--- src/rtl/vr_setpoint_ctrl_pkg.sv ---
// Shared constants, channel map and FSM encoding for the vr setpoint sequencer,
// the vr step-engine wrapper and the host register block.
package vr_setpoint_ctrl_pkg;

    localparam int NUM_CH  = 6;
    localparam int POS_W   = 6;
    localparam int MAX_POS = 63;
    localparam int TO_CYC  = 15;
    localparam int CH_W    = 3;
    localparam int TO_W    = $clog2(TO_CYC + 1);

    localparam logic [CH_W-1:0] R_GAIN       = 3'd0;
    localparam logic [CH_W-1:0] G_GAIN       = 3'd1;
    localparam logic [CH_W-1:0] B_GAIN       = 3'd2;
    localparam logic [CH_W-1:0] R_REF        = 3'd3;
    localparam logic [CH_W-1:0] G_REF        = 3'd4;
    localparam logic [CH_W-1:0] B_REF        = 3'd5;
    localparam logic [CH_W-1:0] VR_ADDR_NONE = 3'b111;
    localparam logic [CH_W-1:0] LAST_CH      = CH_W'(NUM_CH - 1);

    localparam logic [POS_W-1:0] MAX_V = POS_W'(MAX_POS);

    typedef enum logic [2:0] {
        ST_HOME_SEL,
        ST_ISSUE,
        ST_WAIT_LO,
        ST_WAIT_HI,
        ST_SCAN,
        ST_ERR
    } vr_state_e;

    function automatic logic [POS_W-1:0] clamp_pos(input logic [POS_W-1:0] d);
        return (d > MAX_V) ? MAX_V : d;
    endfunction

endpackage

--- src/rtl/vr_setpoint_ctrl_if.sv ---
// Host target/readback bus plus the vr step-engine handshake.
// master = sequencer side, slave = host regs and vr engine side.
interface vr_setpoint_ctrl_if;
    import vr_setpoint_ctrl_pkg::*;

    logic             wr_en;
    logic [CH_W-1:0]  wr_addr;
    logic [POS_W-1:0] wr_data;
    logic [CH_W-1:0]  rd_addr;
    logic [POS_W-1:0] rd_data;
    logic             busy;
    logic             homed;
    logic             err;
    logic [CH_W-1:0]  vr_addr;
    logic             vr_ud;
    logic             vr_start;
    logic             vr_ready;

    modport master (
        input  wr_en, wr_addr, wr_data, rd_addr, vr_ready,
        output rd_data, busy, homed, err, vr_addr, vr_ud, vr_start
    );

    modport slave (
        output wr_en, wr_addr, wr_data, rd_addr, vr_ready,
        input  rd_data, busy, homed, err, vr_addr, vr_ud, vr_start
    );

endinterface

--- src/rtl/vr_setpoint_ctrl_rr_pick.sv ---
// Rotate-priority picker: first pending channel strictly after the last grant,
// wrapping around; combinational.
module vr_rr_pick
    import vr_setpoint_ctrl_pkg::*;
(
    input  logic [NUM_CH-1:0] i_pend,
    input  logic [CH_W-1:0]   i_last,
    output logic [CH_W-1:0]   o_grant,
    output logic              o_valid
);

    logic [CH_W-1:0] w_idx;

    always_comb begin
        o_grant = '0;
        o_valid = 1'b0;
        w_idx   = '0;
        for (int unsigned k = 1; k <= NUM_CH; k++) begin
            w_idx = CH_W'((32'(i_last) + k) % NUM_CH);
            if (!o_valid && i_pend[w_idx]) begin
                o_valid = 1'b1;
                o_grant = w_idx;
            end
        end
    end

endmodule

--- src/rtl/vr_setpoint_ctrl.sv ---
// Closed-loop wiper sequencer: homes all six vr channels after reset, then
// steps each tracked position toward its host target one step at a time.
module vr_setpoint_ctrl
    import vr_setpoint_ctrl_pkg::*;
(
    input  logic               clk,
    input  logic               reset,
    vr_setpoint_ctrl_if.master bus
);

    vr_state_e        r_state;
    logic [POS_W-1:0] r_pos [NUM_CH];
    logic [POS_W-1:0] r_tgt [NUM_CH];
    logic [CH_W-1:0]  r_ch;
    logic [CH_W-1:0]  r_last;
    logic [POS_W-1:0] r_home_cnt;
    logic [TO_W-1:0]  r_to_cnt;
    logic [CH_W-1:0]  r_vr_addr;
    logic             r_vr_ud;
    logic             r_vr_start;
    logic             r_busy;
    logic             r_homed;
    logic             r_err;
    logic [POS_W-1:0] r_rd_data;

    logic [NUM_CH-1:0] w_pend;
    logic [CH_W-1:0]   w_grant;
    logic              w_grant_vld;
    logic              w_timeout;

    for (genvar g = 0; g < NUM_CH; g++) begin : g_pend
        assign w_pend[g] = (r_tgt[g] != r_pos[g]);
    end

    assign w_timeout = (r_to_cnt == TO_W'(TO_CYC));

    vr_rr_pick u_pick (
        .i_pend  (w_pend),
        .i_last  (r_last),
        .o_grant (w_grant),
        .o_valid (w_grant_vld)
    );

    always_ff @(posedge clk) begin
        if (reset) begin
            r_state    <= ST_HOME_SEL;
            r_pos      <= '{default: '0};
            r_tgt      <= '{default: '0};
            r_ch       <= '0;
            r_last     <= LAST_CH;
            r_home_cnt <= '0;
            r_to_cnt   <= '0;
            r_vr_addr  <= VR_ADDR_NONE;
            r_vr_ud    <= 1'b0;
            r_vr_start <= 1'b0;
            r_busy     <= 1'b0;
            r_homed    <= 1'b0;
            r_err      <= 1'b0;
            r_rd_data  <= '0;
        end else begin
            r_vr_start <= 1'b0;
            r_busy     <= !(r_homed && (r_state == ST_SCAN) && (w_pend == '0));
            r_rd_data  <= (bus.rd_addr <= LAST_CH) ? r_pos[bus.rd_addr] : '0;

            // Host writes land in any state; the next SCAN decision sees them.
            if (bus.wr_en && (bus.wr_addr <= LAST_CH)) begin
                r_tgt[bus.wr_addr] <= clamp_pos(bus.wr_data);
            end

            case (r_state)
                ST_HOME_SEL: begin
                    r_vr_addr <= r_ch;
                    r_vr_ud   <= 1'b0;
                    r_state   <= ST_ISSUE;
                end
                ST_SCAN: begin
                    if (w_grant_vld) begin
                        r_ch      <= w_grant;
                        r_last    <= w_grant;
                        r_vr_addr <= w_grant;
                        r_vr_ud   <= (r_tgt[w_grant] > r_pos[w_grant]);
                        r_state   <= ST_ISSUE;
                    end else begin
                        r_vr_addr <= VR_ADDR_NONE;
                    end
                end
                ST_ISSUE: begin
                    if (bus.vr_ready) begin
                        r_vr_start <= 1'b1;
                        r_to_cnt   <= '0;
                        r_state    <= ST_WAIT_LO;
                    end
                end
                ST_WAIT_LO: begin
                    // vr_ready is still high while the start pulse itself is on the bus.
                    if (!r_vr_start && !bus.vr_ready) begin
                        r_to_cnt <= '0;
                        r_state  <= ST_WAIT_HI;
                    end else if (w_timeout) begin
                        r_err     <= 1'b1;
                        r_vr_addr <= VR_ADDR_NONE;
                        r_state   <= ST_ERR;
                    end else begin
                        r_to_cnt <= r_to_cnt + 1'b1;
                    end
                end
                ST_WAIT_HI: begin
                    if (bus.vr_ready) begin
                        r_vr_addr <= VR_ADDR_NONE;
                        r_to_cnt  <= '0;
                        if (!r_homed) begin
                            if (r_home_cnt == MAX_V) begin
                                r_home_cnt <= '0;
                                if (r_ch == LAST_CH) begin
                                    r_homed <= 1'b1;
                                    r_state <= ST_SCAN;
                                end else begin
                                    r_ch    <= r_ch + 1'b1;
                                    r_state <= ST_HOME_SEL;
                                end
                            end else begin
                                r_home_cnt <= r_home_cnt + 1'b1;
                                r_state    <= ST_HOME_SEL;
                            end
                        end else begin
                            if (r_vr_ud) begin
                                if (r_pos[r_ch] != MAX_V) r_pos[r_ch] <= r_pos[r_ch] + 1'b1;
                            end else begin
                                if (r_pos[r_ch] != '0) r_pos[r_ch] <= r_pos[r_ch] - 1'b1;
                            end
                            r_state <= ST_SCAN;
                        end
                    end else if (w_timeout) begin
                        r_err     <= 1'b1;
                        r_vr_addr <= VR_ADDR_NONE;
                        r_state   <= ST_ERR;
                    end else begin
                        r_to_cnt <= r_to_cnt + 1'b1;
                    end
                end
                ST_ERR: begin
                    r_vr_addr <= VR_ADDR_NONE;
                end
                default: begin
                    r_err     <= 1'b1;
                    r_vr_addr <= VR_ADDR_NONE;
                    r_state   <= ST_ERR;
                end
            endcase
        end
    end

    assign bus.vr_addr  = r_vr_addr;
    assign bus.vr_ud    = r_vr_ud;
    assign bus.vr_start = r_vr_start;
    assign bus.busy     = r_busy;
    assign bus.homed    = r_homed;
    assign bus.err      = r_err;
    assign bus.rd_data  = r_rd_data;

endmodule

--- src/flat_wrapper.sv ---
// flat-port wrapper written by rule: the top's interface ports become plain ports
module vr_setpoint_ctrl_flat import vr_setpoint_ctrl_pkg::*;
  (clk, reset, bus_wr_en, bus_wr_addr, bus_wr_data, bus_rd_addr, bus_vr_ready, bus_rd_data, bus_busy, bus_homed, bus_err, bus_vr_addr, bus_vr_ud, bus_vr_start);
  vr_setpoint_ctrl_if bus_i ();
  input  logic clk;
  input  logic reset;
  input wire logic [$bits(bus_i.wr_en)-1:0] bus_wr_en;
  input wire logic [$bits(bus_i.wr_addr)-1:0] bus_wr_addr;
  input wire logic [$bits(bus_i.wr_data)-1:0] bus_wr_data;
  input wire logic [$bits(bus_i.rd_addr)-1:0] bus_rd_addr;
  input wire logic [$bits(bus_i.vr_ready)-1:0] bus_vr_ready;
  output wire logic [$bits(bus_i.rd_data)-1:0] bus_rd_data;
  output wire logic [$bits(bus_i.busy)-1:0] bus_busy;
  output wire logic [$bits(bus_i.homed)-1:0] bus_homed;
  output wire logic [$bits(bus_i.err)-1:0] bus_err;
  output wire logic [$bits(bus_i.vr_addr)-1:0] bus_vr_addr;
  output wire logic [$bits(bus_i.vr_ud)-1:0] bus_vr_ud;
  output wire logic [$bits(bus_i.vr_start)-1:0] bus_vr_start;
  assign bus_i.wr_en = bus_wr_en;
  assign bus_i.wr_addr = bus_wr_addr;
  assign bus_i.wr_data = bus_wr_data;
  assign bus_i.rd_addr = bus_rd_addr;
  assign bus_i.vr_ready = bus_vr_ready;
  assign bus_rd_data = bus_i.rd_data;
  assign bus_busy = bus_i.busy;
  assign bus_homed = bus_i.homed;
  assign bus_err = bus_i.err;
  assign bus_vr_addr = bus_i.vr_addr;
  assign bus_vr_ud = bus_i.vr_ud;
  assign bus_vr_start = bus_i.vr_start;
  vr_setpoint_ctrl u_core (.clk(clk), .reset(reset), .bus(bus_i));
endmodule
--- config.mk ---
export PLATFORM = sky130hd
export DESIGN_NAME = vr_setpoint_ctrl_flat
export DESIGN_NICKNAME = d
export VERILOG_FILES = /design/src/rtl/vr_setpoint_ctrl_pkg.sv /design/src/rtl/vr_setpoint_ctrl_if.sv /design/src/rtl/vr_setpoint_ctrl_rr_pick.sv /design/src/rtl/vr_setpoint_ctrl.sv /design/src/flat_wrapper.sv
export SDC_FILE = /design/constraint.sdc
export NUM_CORES = 1
export LEC_CHECK = 0
export CORE_ASPECT_RATIO = 1.1
export CORE_MARGIN = 5
export CORE_UTILIZATION = 35
export DETAILED_ROUTE_END_ITERATION = 7
export MAX_ROUTING_LAYER = met4
export PLACE_DENSITY = 0.5
export SLEW_MARGIN = 20
export SYNTH_ARGS = -nofsm -noshare
export SYNTH_HDL_FRONTEND = slang
export SYNTH_SLANG_ARGS = --single-unit
--- constraint.sdc ---
create_clock -name clk -period 5.1 [get_ports clk]
set_clock_uncertainty 0.1 [all_clocks]
set_input_delay 1.02 -clock clk [delete_from_list [all_inputs] [get_ports clk]]
set_output_delay 1.02 -clock clk [all_outputs]
set_load 0.01 [all_outputs]
==> impl_metrics.py <==
metrics = {
    "sta": {
        "timing.hold.ws_ps": 375,
        "finalSetupViolCount": 0,
        "tightest_slew_ps": 778,
        "report.final.slew_viol_count": 0,
        "period_share_pct": 94.3,
        "hold_viol_final": 0,
        "maxSlewHeadroom_pct": 47.9,
        "fmax_mhz": 208,
        "fin_crit_ps": 4810,
        "worst_slack_ps": 292,
        "finalSetupTns_ps": 0,
    },
    "min_path": {
        "min_path_type": "flop to flop",
    },
    "layout": {
        "fin_util_pct": 42.2,
        "syn2layout_area_growth_pct": 19.2,
        "drive_above_1_share_pct": 18.9,
        "fin_cells": 1161,
        "fillers": 2068,
        "antenna_cells": 0,
        "stdcell_area_mm2": 0.00865,
        "fin_nets": 942,
    },
    "power_and_ir_drop": {
        "p_total_mw": 2.47,
        "p_leak_nw": 3.45,
        "powerDensity_mw_per_mm2": 286,
        "ir_drop_uv": 162,
    },
    "synthesis": {
        "synth_compound_area_share_pct": 18.7,
        "avgSynthCellArea_um2": 8.71,
        "synth_top_family_by_area": "compound AO/OA/AOI/OAI gates",
        "synthFlopType": "dfxtp_1",
        "synth_cell_types": 82,
        "synth_area_mm2": 0.00726,
        "synth_xor_area_share_pct": 6.36,
        "synthesis.nets": 875,
        "synth_area_leaders": "dfxtp_1 29%, mux2i_1 11%, nor2_1 6.4%",
        "synth.most_common_cell": "nor2_1",
        "synthAdderAreaFrac_pct": 4.48,
        "synth_top_area_cell": "dfxtp_1",
        "synth_edf_count": 0,
        "yosysWarnings": 0,
        "syn_inst": 833,
        "synth_common_cells": "123 x nor2_1, 105 x dfxtp_1, 81 x mux2i_1, 42 x a211oi_1, 38 x inv_1",
        "ys_async_sr_fraction_pct": 0,
        "synthMuxAreaShare_pct": 17.5,
        "ys_seq_area_share_pct": 29.0,
        "synth_seq_cells": 105,
        "synth_top_area_share_pct": 29.0,
        "synth-simple-area-share_pct": 18.5,
    },
    "clock_tree": {
        "cts_made_buffers": 9,
        "clk_latency_ps": 360,
        "clk_pin_slew_ps": 70,
        "clockRootBuffer": "clkbuf_16",
        "clk_path_buf_depth": 2,
        "h-tree-depth": 3,
        "cts_hold_buf": 0,
        "cts_tree": "yes",
        "clock_sinks": 105,
    },
    "die": {
        "pin_count": 30,
        "die_area_mm2": 0.0237,
        "die_x_um": 147,
        "initial_core_util_pct": 35.4,
        "die_y_um": 161,
        "rows": 55,
        "core-area_mm2": 0.0205,
    },
    "grt": {
        "overflow": 0,
        "grt_usage_pct": 19.7,
        "grt_pass1_vias": 6110,
        "antenna_found_initial": 0,
        "grt_max_degree": 55,
        "grt_pass1_wl_um": 35800,
    },
    "worst_setup_path": {
        "cp_data_required_time_ps": 5210,
        "start_kind": "flop",
        "worstSetupPathType": "flop to flop",
        "arrival_ps": 4920,
        "worst_setup_path_end_kind": "flop",
        "cp_max_fo": 24,
    },
    "drt": {
        "finalWirelength_um": 22600,
        "first_pass_iters": 5,
        "vias": 6498,
        "avgRoutedWirePerCell_um": 19.5,
        "drtAntennaViolNets": 0,
        "first_iter_violations": 450,
        "routed_via_density": 5.60,
        "drc": 0,
    },
    "outcome": {
        "status": "completed",
    },
    "place": {
        "dp.cells": 1135,
        "dp_hpwl_um": 17600,
        "gp_congestion": 0.957,
        "place_area_mm2": 0.00815,
        "dp_worst_setup_slack_ps": 20.0,
        "port_buffers": 29,
    },
    "flow_run": {
        "drv_cap": 0,
    },
}
cell families after synthesis:
logic type,after synthesis
simple gates,271
mux,108
xor+xnor,51
flops,105
compound gates,184
fa+ha+maj,26
buf+inv,88
area by class of cell:
type | instances | area (µm²) | share of cell area (%)
Clock buffer | 10 | 239 | 2.76
Sequential cell | 105 | 2110 | 24.4
Tap cell | 256 | 320 | 3.70
Inverter | 42 | 159 | 1.84
Clock inverter | 6 | 61.3 | 0.709
Multi-Input combinational cell | 640 | 4890 | 56.5
Timing Repair Buffer | 102 | 876 | 10.1
state kept, by name, summed over array words and instances, names as in the netlist, named ones only:
register	flops
u_core.r_to_cnt	4
u_core.r_home_cnt	6
u_core.bus.err	1
u_core.r_pos	30
u_core.bus.vr_start	1
u_core.bus.homed	1
u_core.r_last	3
u_core.r_state	3
u_core.bus.rd_data	6
u_core.bus.busy	1
u_core.bus.vr_addr	3
u_core.r_ch	3
u_core.r_tgt	36
u_core.bus.vr_ud	1
routing by layer:
layer  vias to the layer above  part of all wire, %  global-route usage, %
li1                       3188                    -                      -
met3                        30                  4.9                   2.95
met4                         0                  2.0                   5.64
met2                       179                   46                   30.3
met5                         -                    0                      -
met1                      3101                   47                   27.1
report_power, final:
part / switching, mW / internal [mW] / leakage (nW) / total [mW]
clock network: 0.340 / 0.356 / 0.144 / 0.696
logic: 0.482 / 0.440 / 2.46 / 0.922
registers: 0.0207 / 0.835 / 0.849 / 0.855
total: 0.843 / 1.63 / 3.45 / 2.47
timing repair:
item | 4_1_cts | 5_1_grt
gates resized for setup | 1 | 29
pin swaps | 1 | 10
buffers inserted | 1 | 9
endpoints found under the setup margin | 1 | 1
critical path: stages (launching register included):
cell      delay (ps)
dfxtp_4          370
ha_2             210
xnor2_4          190
inv_2            100
ha_1             270
inv_1            100
a31oi_4          100
o22ai_2          200
mux4_2           340
or2_4            290
and4_4           180
a311oi_4         340
a21boi_4         130
buf_12           170
a221o_1          330
ha_1             290
a21o_1           170
a21oi_2          140
o21ai_1           80
a21oi_1          120
nor2_1            60
mux2_2           250
nand2_1           60
a21oi_1           60
final timing paths:
check                                 from                             to  slack [ps]  cells after the start
max          u_core.r_last[1]$_SDFFE_PP0P_  u_core.bus.vr_ud$_SDFFE_PP0P_         290                     23
max reg2reg  u_core.r_last[1]$_SDFFE_PP0P_  u_core.bus.vr_ud$_SDFFE_PP0P_         290                     23
min reg2reg    u_core.bus.err$_SDFFE_PP0P_    u_core.bus.err$_SDFFE_PP0P_         380                      2
min            u_core.bus.err$_SDFFE_PP0P_    u_core.bus.err$_SDFFE_PP0P_         380                      2
layout by cell type (no fill, tap or decap), drive strengths merged, types with 14 or more instances in the layout:
cell type and instances:
xnor2 29, nand3 22, mux2i 81, nor2 123, dfxtp 105, a22oi 14, xor2 22, o21ai 16
inv 42, nor3 24, buf 74, clkdlybuf4s50 28, a211oi 43, mux4 14, a21oi 33, nand2 34
ha 26
(Power assumes the default switching activity.)
